--- src/rtl/count_sampler_pkg.sv ---
// Shared types for the count_sampler block: classifier states, event kinds
// and the packed event record {kind, value}.
// Ports: none (package).
package count_sampler_pkg;

  typedef enum logic [1:0] {
    IDLE  = 2'd0,
    PRIME = 2'd1,
    TRACK = 2'd2
  } state_t;

  // Kind 2'b00 is reserved and never emitted, so a zero word never looks
  // like a real event.
  localparam logic [1:0] KIND_WRAP  = 2'b01;
  localparam logic [1:0] KIND_SKIP  = 2'b10;
  localparam logic [1:0] KIND_STALL = 2'b11;

  localparam int EVT_VALUE_W = 5;

  typedef struct packed {
    logic [1:0]             kind;
    logic [EVT_VALUE_W-1:0] value;
  } evt_t;

  function automatic evt_t mk_evt(input logic [1:0] kind,
                                  input logic [EVT_VALUE_W-1:0] value);
    evt_t e;
    e.kind  = kind;
    e.value = value;
    return e;
  endfunction

endpackage

--- src/rtl/event_fifo.sv ---
// Synchronous FIFO for sampler events, DEPTH entries (power of two, >= 2).
// Ports: clk_i/rst_n_i (sync active-low), push_i/din_i write side,
//        pop_i/dout_o read side, full_o/empty_o status. No bypass path.
module event_fifo #(
  parameter int W     = 7,
  parameter int DEPTH = 4
) (
  input  logic         clk_i,
  input  logic         rst_n_i,
  input  logic         push_i,
  input  logic [W-1:0] din_i,
  input  logic         pop_i,
  output logic [W-1:0] dout_o,
  output logic         full_o,
  output logic         empty_o
);

  localparam int AW = $clog2(DEPTH);

  logic [W-1:0] mem_q [DEPTH];
  // Extra MSB distinguishes full from empty when the index bits match.
  logic [AW:0]  wr_ptr_q, wr_ptr_d;
  logic [AW:0]  rd_ptr_q, rd_ptr_d;

  assign empty_o = (wr_ptr_q == rd_ptr_q);
  assign full_o  = (wr_ptr_q[AW] != rd_ptr_q[AW]) &&
                   (wr_ptr_q[AW-1:0] == rd_ptr_q[AW-1:0]);

  // Head is driven purely from flops; forced to zero when empty so the
  // output reads 0 out of reset and between events.
  assign dout_o = empty_o ? '0 : mem_q[rd_ptr_q[AW-1:0]];

  always_comb begin
    wr_ptr_d = wr_ptr_q;
    rd_ptr_d = rd_ptr_q;
    if (push_i) wr_ptr_d = wr_ptr_q + (AW+1)'(1);
    if (pop_i)  rd_ptr_d = rd_ptr_q + (AW+1)'(1);
  end

  always_ff @(posedge clk_i) begin
    if (!rst_n_i) begin
      wr_ptr_q <= '0;
      rd_ptr_q <= '0;
    end else begin
      wr_ptr_q <= wr_ptr_d;
      rd_ptr_q <= rd_ptr_d;
    end
  end

  always_ff @(posedge clk_i) begin
    if (push_i) mem_q[wr_ptr_q[AW-1:0]] <= din_i;
  end

endmodule

--- src/rtl/count_sampler.sv ---
// Monitors a free-running counter, checks it advances by one each sample and
// queues WRAP/SKIP/STALL events; consumer drains them via evt_valid/evt_ready.
// Ports: clk, rst_n (sync active-low), count/enable in, evt_* out port,
//        wrap_count (saturating), overflow (sticky event-drop flag).
// Optional: COUNT_SAMPLER_STALL_EN adds the hold-run counter and STALL events.
module count_sampler
  import count_sampler_pkg::*;
#(
  parameter int WIDTH     = 5,
  parameter int DEPTH     = 4,
  parameter int WRAP_W    = 8,
  parameter int STALL_LIM = 8
) (
  input  logic              clk,
  input  logic              rst_n,
  input  logic [WIDTH-1:0]  count,
  input  logic              enable,
  output logic              evt_valid,
  input  logic              evt_ready,
  output logic [WIDTH+1:0]  evt_data,
  output logic [WRAP_W-1:0] wrap_count,
  output logic              overflow
);

  state_t            state_q, state_d;
  logic [WIDTH-1:0]  prev_q, prev_d;
  logic [WIDTH-1:0]  exp_val;
  logic [WRAP_W-1:0] wrap_q, wrap_d;
  logic              ovf_q, ovf_d;

  logic              evt_gen;
  logic [1:0]        evt_kind;
  logic              fifo_full, fifo_empty;
  logic              push, pop;

`ifdef COUNT_SAMPLER_STALL_EN
  localparam int              HOLD_W   = $clog2(STALL_LIM + 1);
  localparam logic [HOLD_W-1:0] HOLD_LIM = HOLD_W'(STALL_LIM);
  logic [HOLD_W-1:0] hold_q, hold_d, hold_inc;
  assign hold_inc = hold_q + HOLD_W'(1);
`endif

  assign exp_val = prev_q + WIDTH'(1);

  always_comb begin
    state_d  = state_q;
    prev_d   = prev_q;
    wrap_d   = wrap_q;
    evt_gen  = 1'b0;
    evt_kind = KIND_SKIP;
`ifdef COUNT_SAMPLER_STALL_EN
    hold_d   = hold_q;
`endif
    // Dropping enable discards this sample and forces a fresh PRIME, so a
    // gap in the count is never mistaken for a skip.
    if (!enable) begin
      state_d = IDLE;
    end else begin
      unique case (state_q)
        IDLE:  state_d = PRIME;
        PRIME: begin
          prev_d  = count;
`ifdef COUNT_SAMPLER_STALL_EN
          hold_d  = '0;
`endif
          state_d = TRACK;
        end
        TRACK: begin
          prev_d = count;
          if (count == exp_val) begin
`ifdef COUNT_SAMPLER_STALL_EN
            hold_d = '0;
`endif
            if (count == '0) begin
              evt_gen  = 1'b1;
              evt_kind = KIND_WRAP;
              if (wrap_q != '1) wrap_d = wrap_q + WRAP_W'(1);
            end
          end else if (count == prev_q) begin
`ifdef COUNT_SAMPLER_STALL_EN
            // Saturate at the limit so the STALL fires once per run.
            if (hold_q != HOLD_LIM) begin
              hold_d = hold_inc;
              if (hold_inc == HOLD_LIM) begin
                evt_gen  = 1'b1;
                evt_kind = KIND_STALL;
              end
            end
`endif
          end else begin
`ifdef COUNT_SAMPLER_STALL_EN
            hold_d   = '0;
`endif
            evt_gen  = 1'b1;
            evt_kind = KIND_SKIP;
          end
        end
        default: state_d = IDLE;
      endcase
    end
  end

  // A full FIFO still accepts an event when its head leaves this cycle.
  assign pop   = evt_valid && evt_ready;
  assign push  = evt_gen && (!fifo_full || pop);
  assign ovf_d = ovf_q || (evt_gen && fifo_full && !pop);

  always_ff @(posedge clk) begin
    if (!rst_n) begin
      state_q <= IDLE;
      prev_q  <= '0;
      wrap_q  <= '0;
      ovf_q   <= 1'b0;
`ifdef COUNT_SAMPLER_STALL_EN
      hold_q  <= '0;
`endif
    end else begin
      state_q <= state_d;
      prev_q  <= prev_d;
      wrap_q  <= wrap_d;
      ovf_q   <= ovf_d;
`ifdef COUNT_SAMPLER_STALL_EN
      hold_q  <= hold_d;
`endif
    end
  end

  event_fifo #(
    .W     (WIDTH + 2),
    .DEPTH (DEPTH)
  ) u_fifo (
    .clk_i   (clk),
    .rst_n_i (rst_n),
    .push_i  (push),
    .din_i   ({evt_kind, count}),
    .pop_i   (pop),
    .dout_o  (evt_data),
    .full_o  (fifo_full),
    .empty_o (fifo_empty)
  );

  assign evt_valid  = !fifo_empty;
  assign wrap_count = wrap_q;
  assign overflow   = ovf_q;

endmodule
--- config.mk ---
export PLATFORM = sky130hd
export DESIGN_NAME = count_sampler
export DESIGN_NICKNAME = d
export VERILOG_FILES = /design/src/rtl/count_sampler_pkg.sv /design/src/rtl/event_fifo.sv /design/src/rtl/count_sampler.sv
export SDC_FILE = /design/constraint.sdc
export NUM_CORES = 1
export LEC_CHECK = 0
export ABC_AREA = 1
export BUFFER_PORTS_ARGS = -buffer_cell sky130_fd_sc_hd__buf_2
export CORE_MARGIN = 10
export CORE_UTILIZATION = 54
export CTS_CLUSTER_DIAMETER = 200
export DETAILED_ROUTE_END_ITERATION = 6
export HOLD_SLACK_MARGIN = 0.15
export PLACE_DENSITY = 0.77
export SLEW_MARGIN = 20
export SYNTH_ARGS = -nofsm -noshare
export SYNTH_HDL_FRONTEND = slang
export SYNTH_SLANG_ARGS = --single-unit
--- constraint.sdc ---
create_clock -name clk -period 5.9 [get_ports clk]
set_input_delay 0 -clock clk [delete_from_list [all_inputs] [get_ports clk]]
set_output_delay 0 -clock clk [all_outputs]
set_load 0.02 [all_outputs]
; ---- Word-level counts from Yosys, hierarchy flattened
; Memory sizes are Yosys's and may differ from the RTL's. A register that Yosys moved wholly into a read port is not among the register bits.
; Cells that the tools add are included.
[word_totals]
regBits = 22
mem_bits_rw = 28
in_bits = 9
out_inout_bits = 17
word_cells = 50
memories = 1
[mem_list]
columns = memory, words, word_bits, read_ports, rd_ports_with_merged_regs, write_ports, line
row1 = u_fifo.mem_q, 4, 7, 1, 1, 1, event_fifo.sv:20  ; logic [W-1:0] mem_q [DEPTH];
[classes]
addsub = 4
n_eq_ne = 8
muxes = 15
reduce_logical = 16
[op_table]
columns = op, count
row1 = 2-to-1 mux 2 bit, 6
row2 = equality test 5 bit, 2
row3 = "adder 8 x 1 -> 8 bit, second input constant", 1
row4 = "!= test 8 bit, second input constant", 1
row5 = 2-to-1 mux 1 bit, 7
row6 = 2-to-1 mux 7 bit, 1
row7 = "adder 3 x 1 -> 3 bit, second input constant", 2
row8 = one-hot mux 2 bit (3 select lines), 1
row9 = "adder 5 x 1 -> 5 bit, second input constant", 1
row10 = logical AND 1 bit, 5
row11 = logical NOT 5 bit, 1
row12 = AND reduction 5 bit, 1
row13 = AND reduction 2 bit, 2
row14 = equality test 3 bit, 1
row15 = logical NOT 1 bit, 3
row16 = "equality test 2 x 1 -> 1 bit, second input constant", 1
row17 = equality test 2 bit, 1
row18 = "equality test 2 bit, second input constant", 1
row19 = logical NOT 2 bit, 1
row20 = logical OR 1 bit, 2
row21 = OR reduction 2 bit, 1
row22 = != test 1 bit, 1

; ---- Depth between registers and ports, before layout
; Gate-level depths: netlist of run 1.
[logic_depth]
word_depth = 8
depth_mapped = 12
ltp_nobuf = 12

; ---- Hierarchy
; From an unflattened synthesis of run 1, not the netlist that was laid out.
[unflattened]
cells_unflattened = 352
area_unflattened_um2 = 2761.4
[by_module_without_submodules]
columns = mod, instances, cells_per_inst, area_each_um2, seq_area_each_um2
row1 = event_fifo, 1, 180, 1631.6, 1001.0
row2 = count_sampler, 1, 172, 1129.8, 320.3

; ---- Worst setup path before layout of run 1
; Ideal clock, no wire load.
[synth_path]
kind = register -> register
from = register prev_q[0]
to = memory u_fifo.mem_q[0][0], enable pin
setup_ns = 0.360
t_arrival_ns = 1.510
t_required_ns = 5.540
slack_ns = 4.029
stages_incl_launch_ff = 11
n_path_buf = 0
synth_period_minus_slack_ns = 1.871
path_cell_list = dfxtp_1 -> ha_1 -> inv_1 -> nand2_1 -> nand2_2 -> nor2_4 -> nand3_4 -> nor2_8 -> nand2_4 -> nand3_4 -> nor2_1
[synth_between]
elab_chain_cells = 8
elab_cells_between_ends = 10
classes_between = add/sub (1) / eq/ne (2) / mux (6) / reduce/logical (1)
[synth_rtl]
columns = element, line
row1 = from (decl), count_sampler.sv:26  ; logic [WIDTH-1:0] prev_q, prev_d;
row2 = from (signal assigned), count_sampler.sv:119  ; prev_q <= prev_d;
row3 = adder 5 x 1 -> 5 bit / equality test 5 bit (equally long branches), "count_sampler.sv:43, count_sampler.sv:79"
row4 = equality test 5 bit / 2-to-1 mux 1 bit (equally long branches), "count_sampler.sv:70, count_sampler.sv:79"
row5 = 2-to-1 mux 1 bit *, count_sampler.sv:70  ; if (count == exp_val) begin
row6 = 2-to-1 mux 1 bit *, count_sampler.sv:59  ; unique case (state_q)
row7 = 2-to-1 mux 1 bit *, count_sampler.sv:56  ; if (!enable) begin
row8 = logical AND 1 bit *, count_sampler.sv:105  ; assign push = evt_gen && (!fifo_full || pop);
row9 = 2-to-1 mux 1 bit *, event_fifo.sv:51  ; if (push_i) mem_q[wr_ptr_q[AW-1:0]] <= din_i;
row10 = 2-to-1 mux 1 bit (implied by the code) *, event_fifo.sv:51
row11 = to (decl), event_fifo.sv:20
; Every way passes the cells marked *; elsewhere a longest branch is shown, timed or not.

; ---- Worst setup path after layout of run 1
[layout_path]
from = register prev_q[1]
to = memory u_fifo.mem_q[3][3], enable pin
; The elaborated chain is that of the path after synthesis.

==> tab_implementation.tex, run 1 <==
\begin{tabular}{lr}
\hline
Metric & Value \\
\hline
\multicolumn{2}{l}{\textbf{Outcome}} \\
\quad Result of the run & finished, final reports clean \\
\multicolumn{2}{l}{\textbf{Routing}} \\
\quad Drt drc & 0 \\
\quad Antenna viol nets, final & 0 \\
\quad Post-DR vias/cell & 5.04 \\
\quad Total vias in the final route & roughly 2,000 \\
\quad Average wire per cell in the routed design & around 14 um \\
\quad Total Routed Length & 5570 um \\
\quad Starting DRC count in detailed routing & 107 \\
\quad DRT Pass-1 Iters & 4 \\
\multicolumn{2}{l}{\textbf{Placed design}} \\
\quad Total of buffers placed on input and output ports & 25 \\
\quad Last weighted congestion value of the routability-driven placer & 0.852 \\
\quad Cell area reported after detailed placement & between 0.002 and 0.003 mm2 \\
\quad Sum of net half-perimeters after detailed placement & 4190 um \\
\multicolumn{2}{l}{\textbf{Power}} \\
\quad P\_leak & around 1.3 nW \\
\quad VDD IR max & around 0.00013 V \\
\quad Pwr per Cell Area & 247 mW/mm2 \\
\multicolumn{2}{l}{\textbf{Setup path}} \\
\quad Critical path startpoint & prev\_q[1] \\
\quad Data required time at the worst endpoint & 5840 ps \\
\quad CP max FO & 9 \\
\quad Critical path endpoint category & flip-flop \\
\quad Data arrival time at the worst-slack endpoint & around 2100 ps \\
\quad Nature of the critical path startpoint & flip-flop \\
\quad Register-to-register setup slack & 3730 ps \\
\quad Critical path class & flip-flop to flip-flop \\
\quad Start of the worst register-to-register path & prev\_q[1] \\
\multicolumn{2}{l}{\textbf{Synthesis}} \\
\quad Simple logic cell fraction of the synthesized area & 25.0\% \\
\quad Adder-cell area share of the yosys netlist & 4.78\% \\
\quad Area of the mapped netlist & 0.00262 mm2 \\
\quad Number of synthesis warnings & 0 \\
\quad FF+latch count, synth & 52 \\
\quad Portion of netlist area occupied by mux cells & 0\% \\
\quad Combinational family with the most area after synthesis & simple AND/OR/NAND/NOR gates \\
\quad Unique cell type count in the Yosys netlist & 29 \\
\quad Post-Syn Area per Cell & 8.73 um2 \\
\quad Sequential area share after synthesis & 50.5\% \\
\quad Total nets after synthesis & roughly 320 \\
\quad Fraction of synthesized cell area in xor and xnor cells & 2.68\% \\
\quad Synthesized-area fraction occupied by ao, oa, aoi and oai cells & 9.18\% \\
\quad Post-Syn Instances & 300 \\
\multicolumn{2}{l}{\textbf{Global routing}} \\
\quad Global-route congestion overflow total & 0 \\
\quad GRT Total Usage & 14.7\% \\
\quad Number of global-route vias before repair & 2,036 \\
\quad Antenna violations before repair & 0 \\
\quad Maximum number of pins on one net before global-route repair & 17 \\
\quad Wire length of the first global-routing pass & 9270 um \\
\multicolumn{2}{l}{\textbf{Timing}} \\
\quad Number of setup violations in the final report & 0 \\
\quad Relative slew slack & 58.1\% \\
\quad Number of pins with negative max-slew slack in the final report & 0 \\
\quad Transition time at the pin with the least slew margin & about 630 ps \\
\quad Unrepaired setup endpoints after global routing & no \\
\quad Maximum operating frequency & around 460 MHz \\
\quad TNS Setup & 0 ps \\
\quad Hold violation total from the final report & 0 \\
\quad Worst clock skew & between 6 and 7 ps \\
\quad Final critical path time including I/O delays and setup & 2170 ps \\
\quad Final worst path period share & 36.7\% \\
\multicolumn{2}{l}{\textbf{CTS}} \\
\quad Source-to-sink clock delay at the later pin of the worst-skew pair & 300 ps \\
\quad CTS Sinks & 52 \\
\quad Buffer cell driving the clock tree root & sky130\_fd\_sc\_hd\_\_clkbuf\_8 \\
\quad CTS HTree Levels & 2 \\
\quad TritonCTS clock tree & built \\
\quad CTS max path bufs & 2 \\
\quad TritonCTS Buffers & 5 \\
\quad Clk slew on worst S/H paths & 90 ps \\
\quad Post-cts resize count & 0 \\
\multicolumn{2}{l}{\textbf{Floorplan}} \\
\quad Core region area & between 0.004 and 0.005 mm2 \\
\quad Die ar. & 0.00803 mm2 \\
\quad Die height & 89.6 um \\
\quad Count of pins on the block boundary & 26 \\
\quad Width of the chip & 89.6 um \\
\quad Initial Util & around 55\% \\
\quad Cell Rows & 25 \\
\multicolumn{2}{l}{\textbf{Min path}} \\
\quad Classification of the worst-slack hold path & flip-flop to flip-flop \\
\quad Start point of the worst min-delay path & overflow \\
\multicolumn{2}{l}{\textbf{Final layout}} \\
\quad Number of antenna diodes & 0 \\
\quad Final Net Count & $\sim$360 \\
\quad Layout-stage area growth over the synthesis result & 14.8\% \\
\quad Fraction of final layout cells sized beyond drive strength 1 & between 15 and 20\% \\
\quad Final design instance area without fill & 0.00300 mm2 \\
\multicolumn{2}{l}{\textbf{Job}} \\
\quad Max-cap violation count & 0 \\
\hline
\end{tabular}
==> cells in the mapped netlist <==
master                     count  share of area, %
sky130_fd_sc_hd__clkbuf_1      4              0.57
sky130_fd_sc_hd__nor2_2        2              0.48
sky130_fd_sc_hd__nand3_4       2               1.3
sky130_fd_sc_hd__xnor2_1       2              0.67
sky130_fd_sc_hd__o32ai_1       7               2.3
sky130_fd_sc_hd__nor2_4        1              0.43
sky130_fd_sc_hd__inv_1        44               6.3
sky130_fd_sc_hd__a21oi_2       1              0.33
sky130_fd_sc_hd__nor2_1       42               6.0
sky130_fd_sc_hd__a211oi_1      2              0.57
sky130_fd_sc_hd__xor2_1        6               2.0
sky130_fd_sc_hd__nand4_1      12               2.9
sky130_fd_sc_hd__dfxtp_1      24                18
sky130_fd_sc_hd__nand2_2       6               1.4
sky130_fd_sc_hd__nor3_1        1              0.19
sky130_fd_sc_hd__nand3_1      11               2.1
sky130_fd_sc_hd__nor3_2        1              0.38
sky130_fd_sc_hd__edfxtp_1     28                32
sky130_fd_sc_hd__inv_2         5              0.72
sky130_fd_sc_hd__nor3_4        1              0.62
sky130_fd_sc_hd__nand2_4       2              0.86
sky130_fd_sc_hd__nor2_8        1              0.76
sky130_fd_sc_hd__clkinv_1      1              0.14
sky130_fd_sc_hd__buf_2         1              0.19
sky130_fd_sc_hd__o21ai_1       4              0.76
sky130_fd_sc_hd__nand2_1      52               7.5
sky130_fd_sc_hd__ha_1         10               4.8
sky130_fd_sc_hd__a21oi_1      14               2.7
sky130_fd_sc_hd__o21ai_0      13               2.5
==> final cells by class <==
cell class / instances / area [um2]
Sequential cell: 52 / 1320
Multi-Input combinational cell: 193 / 1090
Tap cell: 67 / 83.8
Clock inverter: 2 / 15.0
Timing Repair Buffer: 35 / 225
Clock buffer: 6 / 82.6
Inverter: 50 / 188
Fill cell: 376 / 1720
==> final timing paths <==
| path | end | cells after the start |
|---|---|---|
| max | u_fifo.mem_q[3][3] | 9 |
| min | overflow | 2 |
| max reg2reg | u_fifo.mem_q[3][3] | 9 |
| min reg2reg | overflow | 2 |
==> metal layers <==
metal  global-route usage (%)  wire length (um)
met2                     26.2              2720
met5                        0                 0
met1                     17.0              2530
met3                     3.52               250
met4                     4.48                68
==> repair_timing <==
item,in CTS,in global routing
hold endpoints to repair,41,0
hold buffers,10,0
setup buffers,0,0
==> through the flow <==
step / total power [mW] / utilization [%] / cells / worst slack, ps / hold WS, ps
2_1_floorplan: 0.497 / - / 300 / 4030 / 98.9
3_3_place_gp: 0.531 / 59.4 / 387 / 3880 / 298
3_5_place_dp: 0.534 / 59.4 / 387 / 3730 / 296
4_1_cts: 0.746 / 63.6 / 405 / 3730 / 462
5_1_grt: 0.776 / 63.6 / 405 / 3530 / 501
6_report: 0.741 / 63.6 / 405 / 3730 / 457
==> report_power, final <==
part,total [mW],internal [mW],switching (mW)
sequential,0.403,0.388,0.0152
combinational,0.128,0.0454,0.0827
clock,0.209,0.0951,0.114
==> sequential cells by signal (all words and copies together) (netlist names), named ones only <==
| register | count |
|---|---|
| wrap_count | 8 |
| prev_q | 5 |
| u_fifo.wr_ptr_q | 3 |
| state_q | 2 |
| overflow | 1 |
| u_fifo.rd_ptr_q | 3 |
| u_fifo.mem_q | 28 |
==> kinds of logic (layout without fill, tap and decap cells) <==
| group | Yosys count | in the layout |
|---|---|---|
| AOI/OAI and AO/OA | 41 | 41 |
| xor gates and xnor gates | 8 | 8 |
| adders and majority gates | 10 | 10 |
| buffers and inverters | 55 | 93 |
| DFF | 52 | 52 |
| and+or+nand+nor | 134 | 134 |
==> worst max-delay path, stage by stage, from the launching register on <==
cell and delay (ps):
sky130_fd_sc_hd__dfxtp_1 410, sky130_fd_sc_hd__ha_1 220, sky130_fd_sc_hd__nand3_1 130, sky130_fd_sc_hd__inv_1 100, sky130_fd_sc_hd__nand2_2 70, sky130_fd_sc_hd__nand3_4 120
sky130_fd_sc_hd__nor2_8 70, sky130_fd_sc_hd__nand2_4 70, sky130_fd_sc_hd__nand3_4 110, sky130_fd_sc_hd__nor2_1 510
==> layout by cell type, fill, tap and decap left out, types with 2 or more instances in the layout <==
cell type,Yosys,routed
sky130_fd_sc_hd__clkbuf_8,0,6
sky130_fd_sc_hd__o21ai_0,13,13
sky130_fd_sc_hd__a211oi_1,2,2
sky130_fd_sc_hd__nand2_4,2,2
sky130_fd_sc_hd__inv_2,5,5
sky130_fd_sc_hd__dlygate4sd3_1,0,10
sky130_fd_sc_hd__o32ai_1,7,7
sky130_fd_sc_hd__inv_1,44,44
sky130_fd_sc_hd__nor2_1,42,42
sky130_fd_sc_hd__ha_1,10,10
sky130_fd_sc_hd__nand3_4,2,2
sky130_fd_sc_hd__nand2_1,52,52
sky130_fd_sc_hd__nand2_2,6,6
sky130_fd_sc_hd__edfxtp_1,28,28
sky130_fd_sc_hd__a21oi_1,14,14
sky130_fd_sc_hd__xor2_1,6,6
sky130_fd_sc_hd__buf_2,1,25
sky130_fd_sc_hd__nor2_2,2,2
sky130_fd_sc_hd__o21ai_1,4,4
sky130_fd_sc_hd__xnor2_1,2,2
sky130_fd_sc_hd__dfxtp_1,24,24
sky130_fd_sc_hd__nand4_1,12,12
sky130_fd_sc_hd__nand3_1,11,11
sky130_fd_sc_hd__clkinvlp_4,0,2
(Power assumes the default switching activity.)
==> inputs of run 2 (changes only) <==
Clock period 5.9 ns to 2.3 ns, I/O delays scaled along.
==> run 2 against run 1 <==
Count of clock-buffer cells in the layout did not move. Fmax fell by 0.37%. Final area did not move. Wire length rose by 1.4%.
==> tab_implementation.tex, run 2 (synthesis results as in run 1) <==
\begin{tabular}{lr}
\hline
Metric & Value \\
\hline
\multicolumn{2}{l}{\textbf{Setup path}} \\
\quad Register-to-register setup slack & 120 ps \\
\quad Endpoint of the most critical register-to-register path & u\_fifo.mem\_q[1][1] \\
\quad Start of the worst register-to-register path & prev\_q[1] \\
\quad Critical path endpoint category & flip-flop \\
\quad Nature of the critical path startpoint & flip-flop \\
\quad Critical path class & flip-flop to flip-flop \\
\quad Data required time at the worst endpoint & 2250 ps \\
\quad Data arrival time at the worst-slack endpoint & 2130 ps \\
\quad Buf/Inv on CP & 1 \\
\quad Library cell contributing the largest single delay on the critical path & sky130\_fd\_sc\_hd\_\_nor2\_1 \\
\quad CP max FO & 9 \\
\quad Dominant delay contributor by cell family on the critical path & simple AND/OR/NAND/NOR gates \\
\quad Worst stage delay on the critical path & 520 ps \\
\quad Cell count of the worst reg-to-reg path & 10 \\
\quad Series of cell instances along the critical path & ha\_1 > inv\_1 > nand2\_1 > nand2\_2 > nor2\_4 > nand3\_4 > nor2\_8 > nand2\_4 > nand3\_4 > nor2\_1 \\
\quad CP most frequent cell & sky130\_fd\_sc\_hd\_\_nand3\_4 \\
\quad Number of logic stages on the critical path including buffering & 10 \\
\multicolumn{2}{l}{\textbf{Min path}} \\
\quad WHS Path Cells & 2 \\
\quad Worst Hold Endpoint & overflow \\
\quad Classification of the worst-slack hold path & flip-flop to flip-flop \\
\quad Start point of the worst min-delay path & overflow \\
\multicolumn{2}{l}{\textbf{Power}} \\
\quad Pwr per Cell Area & 636 mW/mm2 \\
\quad Combinational cell fraction of total power & 17.4\% \\
\quad Overall power consumption & around 1.9 mW \\
\quad Switching component of the power & 557 uW \\
\quad Cell-internal power & 1.35 mW \\
\quad VDD IR max & 0.000362 V \\
\quad Proportion of power drawn by the clock network & 28.6\% \\
\quad Sw Ratio & 29.2\% \\
\quad P\_leak & 1.35 nW \\
\quad Register share of total power & 54.0\% \\
\multicolumn{2}{l}{\textbf{Placed design}} \\
\quad Total of buffers placed on input and output ports & 25 \\
\quad Sum of net half-perimeters after detailed placement & 4200 um \\
\quad Post-placement worst setup slack & 132 ps \\
\quad Last weighted congestion value of the routability-driven placer & 0.854 \\
\multicolumn{2}{l}{\textbf{Timing}} \\
\quad Relative slew slack & a little under three fifths \\
\quad Final worst path period share & 94.6\% \\
\quad Number of setup violations in the final report & 0 \\
\quad Transition time at the pin with the least slew margin & between 600 and 700 ps \\
\quad Hold violation total from the final report & 0 \\
\quad Worst clock skew & 4.81 ps \\
\quad Unrepaired setup endpoints after global routing & yes \\
\quad Number of pins with negative max-slew slack in the final report & 0 \\
\quad Final critical path time including I/O delays and setup & 2180 ps \\
\quad Maximum operating frequency & 459 MHz \\
\quad Worst slack on hold paths & 460 ps \\
\quad Worst setup slack after layout & 124 ps \\
\multicolumn{2}{l}{\textbf{Floorplan}} \\
\quad Width of the chip & between 80 and 90 um \\
\quad Die ar. & about 0.008 mm2 \\
\quad Die height & 89.6 um \\
\quad Initial Util & 55.4\% \\
\quad Core region area & 0.00472 mm2 \\
\quad Cell Rows & 25 \\
\quad Count of pins on the block boundary & 26 \\
\multicolumn{2}{l}{\textbf{Final layout}} \\
\quad \# fillers & 389 \\
\quad Layout-stage area growth over the synthesis result & 14.8\% \\
\quad Final core occ & a little under two thirds \\
\quad Final Net Count & about 360 \\
\quad Fraction of final layout cells sized beyond drive strength 1 & 16.9\% \\
\quad Commonest non-fill, non-tap cell in the layout & sky130\_fd\_sc\_hd\_\_nand2\_1 \\
\quad Number of antenna diodes & 0 \\
\quad Commonest cells after routing, fill and taps aside & 52 x sky130\_fd\_sc\_hd\_\_nand2\_1, 44 x sky130\_fd\_sc\_hd\_\_inv\_1, 41 x sky130\_fd\_sc\_hd\_\_nor2\_1 \\
\quad Max FFs per register & 28 \\
\multicolumn{2}{l}{\textbf{Global routing}} \\
\quad Number of global-route vias before repair & between 2,000 and 2,500 \\
\quad Maximum number of pins on one net before global-route repair & 17 \\
\quad GRT Total Usage & 15.3\% \\
\quad Wire length of the first global-routing pass & 9450 um \\
\quad Global-route congestion overflow total & 0 \\
\quad Antenna violations before repair & 0 \\
\multicolumn{2}{l}{\textbf{CTS}} \\
\quad TritonCTS clock tree & built \\
\quad Source-to-sink clock delay at the later pin of the worst-skew pair & 310 ps \\
\quad Clk slew on worst S/H paths & 90 ps \\
\quad CTS Sinks & between 50 and 60 \\
\quad CTS max path bufs & 2 \\
\quad TritonCTS Buffers & 5 \\
\quad CTS HTree Levels & 2 \\
\quad Buffer cell driving the clock tree root & sky130\_fd\_sc\_hd\_\_clkbuf\_8 \\
\multicolumn{2}{l}{\textbf{Routing}} \\
\quad Total vias in the final route & 2,097 \\
\quad Post-DR vias/cell & 5.18 \\
\quad Drt drc & 0 \\
\quad Antenna viol nets, final & 0 \\
\quad Starting DRC count in detailed routing & 76 \\
\quad DRT Pass-1 Iters & 4 \\
\quad Average wire per cell in the routed design & 13.9 um \\
\quad Total Routed Length & 5650 um \\
\multicolumn{2}{l}{\textbf{Outcome}} \\
\quad Result of the run & finished, final reports clean \\
\multicolumn{2}{l}{\textbf{Job}} \\
\quad Max-cap violation count & 0 \\
\hline
\end{tabular}
[run 2: worst register-to-register path, stage by stage (launching register included)]
cell,delay (ps)
sky130_fd_sc_hd__dfxtp_1,400
sky130_fd_sc_hd__ha_1,280
sky130_fd_sc_hd__inv_1,70
sky130_fd_sc_hd__nand2_1,50
sky130_fd_sc_hd__nand2_2,90
sky130_fd_sc_hd__nor2_4,40
sky130_fd_sc_hd__nand3_4,90
sky130_fd_sc_hd__nor2_8,70
sky130_fd_sc_hd__nand2_4,70
sky130_fd_sc_hd__nand3_4,120
sky130_fd_sc_hd__nor2_1,520
[run 2: power by group through the flow]
stage                     clock, mW  combinational [mW]  sequential (mW)
final                         0.547               0.332             1.03
after detailed placement          0               0.320             1.05
after CTS                     0.560               0.334             1.03
after floorplan                   0               0.238             1.04
after global placement            0               0.310             1.05
after global routing          0.603               0.371             1.04
[run 2: worst max-delay path by stage]
stage	from	end	slack, ps
2_1_floorplan	prev_q[0]	u_fifo.mem_q[0][0]	430
3_3_place_gp	prev_q[0]	u_fifo.mem_q[1][2]	250
3_5_place_dp	prev_q[1]	u_fifo.mem_q[1][5]	130
4_1_cts	prev_q[1]	u_fifo.mem_q[1][1]	100
5_1_grt	prev_q[1]	u_fifo.mem_q[0][6]	-20
6_report	prev_q[1]	u_fifo.mem_q[1][1]	120
[run 2: layer usage]
| layer | part of all wire [%] | global-route usage (%) | wire length, um | vias to the layer above |
|---|---|---|---|---|
| li1 | - | - | - | 1057 |
| met1 | 42 | 17.0 | 2380 | 972 |
| met2 | 51 | 26.7 | 2860 | 57 |
| met3 | 4.9 | 4.24 | 278 | 11 |
| met4 | 2.4 | 6.94 | 136 | 0 |
| met5 | 0 | 0 | 0 | - |
[run 2: area by class of cell]
cell class / count / area (um2) / area share, %
Sequential cell: 52 / 1320 / 44.0
Multi-Input combinational cell: 193 / 1090 / 36.3
Inverter: 50 / 188 / 6.25
Clock buffer: 6 / 82.6 / 2.75
Timing Repair Buffer: 35 / 223 / 7.41
Clock inverter: 2 / 15.0 / 0.500
Tap cell: 67 / 83.8 / 2.79
[run 2: what timing repair did]
item,CTS,global route
buffers inserted,0,0
hold buffers,9,0
endpoints found under the hold margin,43,0
endpoints found under the setup margin,0,17
resized for setup,0,1
[run 2: metrics by stage]
| step | setup TNS, ps | std cells | instance area, um2 |
|---|---|---|---|
| after detailed placement | 0 | 388 | 2810 |
| after CTS | 0 | 405 | 3000 |
| after global placement | 0 | 388 | 2810 |
| after global routing | -185 | 405 | 3000 |
| final | 0 | 405 | 3000 |
| after floorplan | 0 | 300 | 2620 |
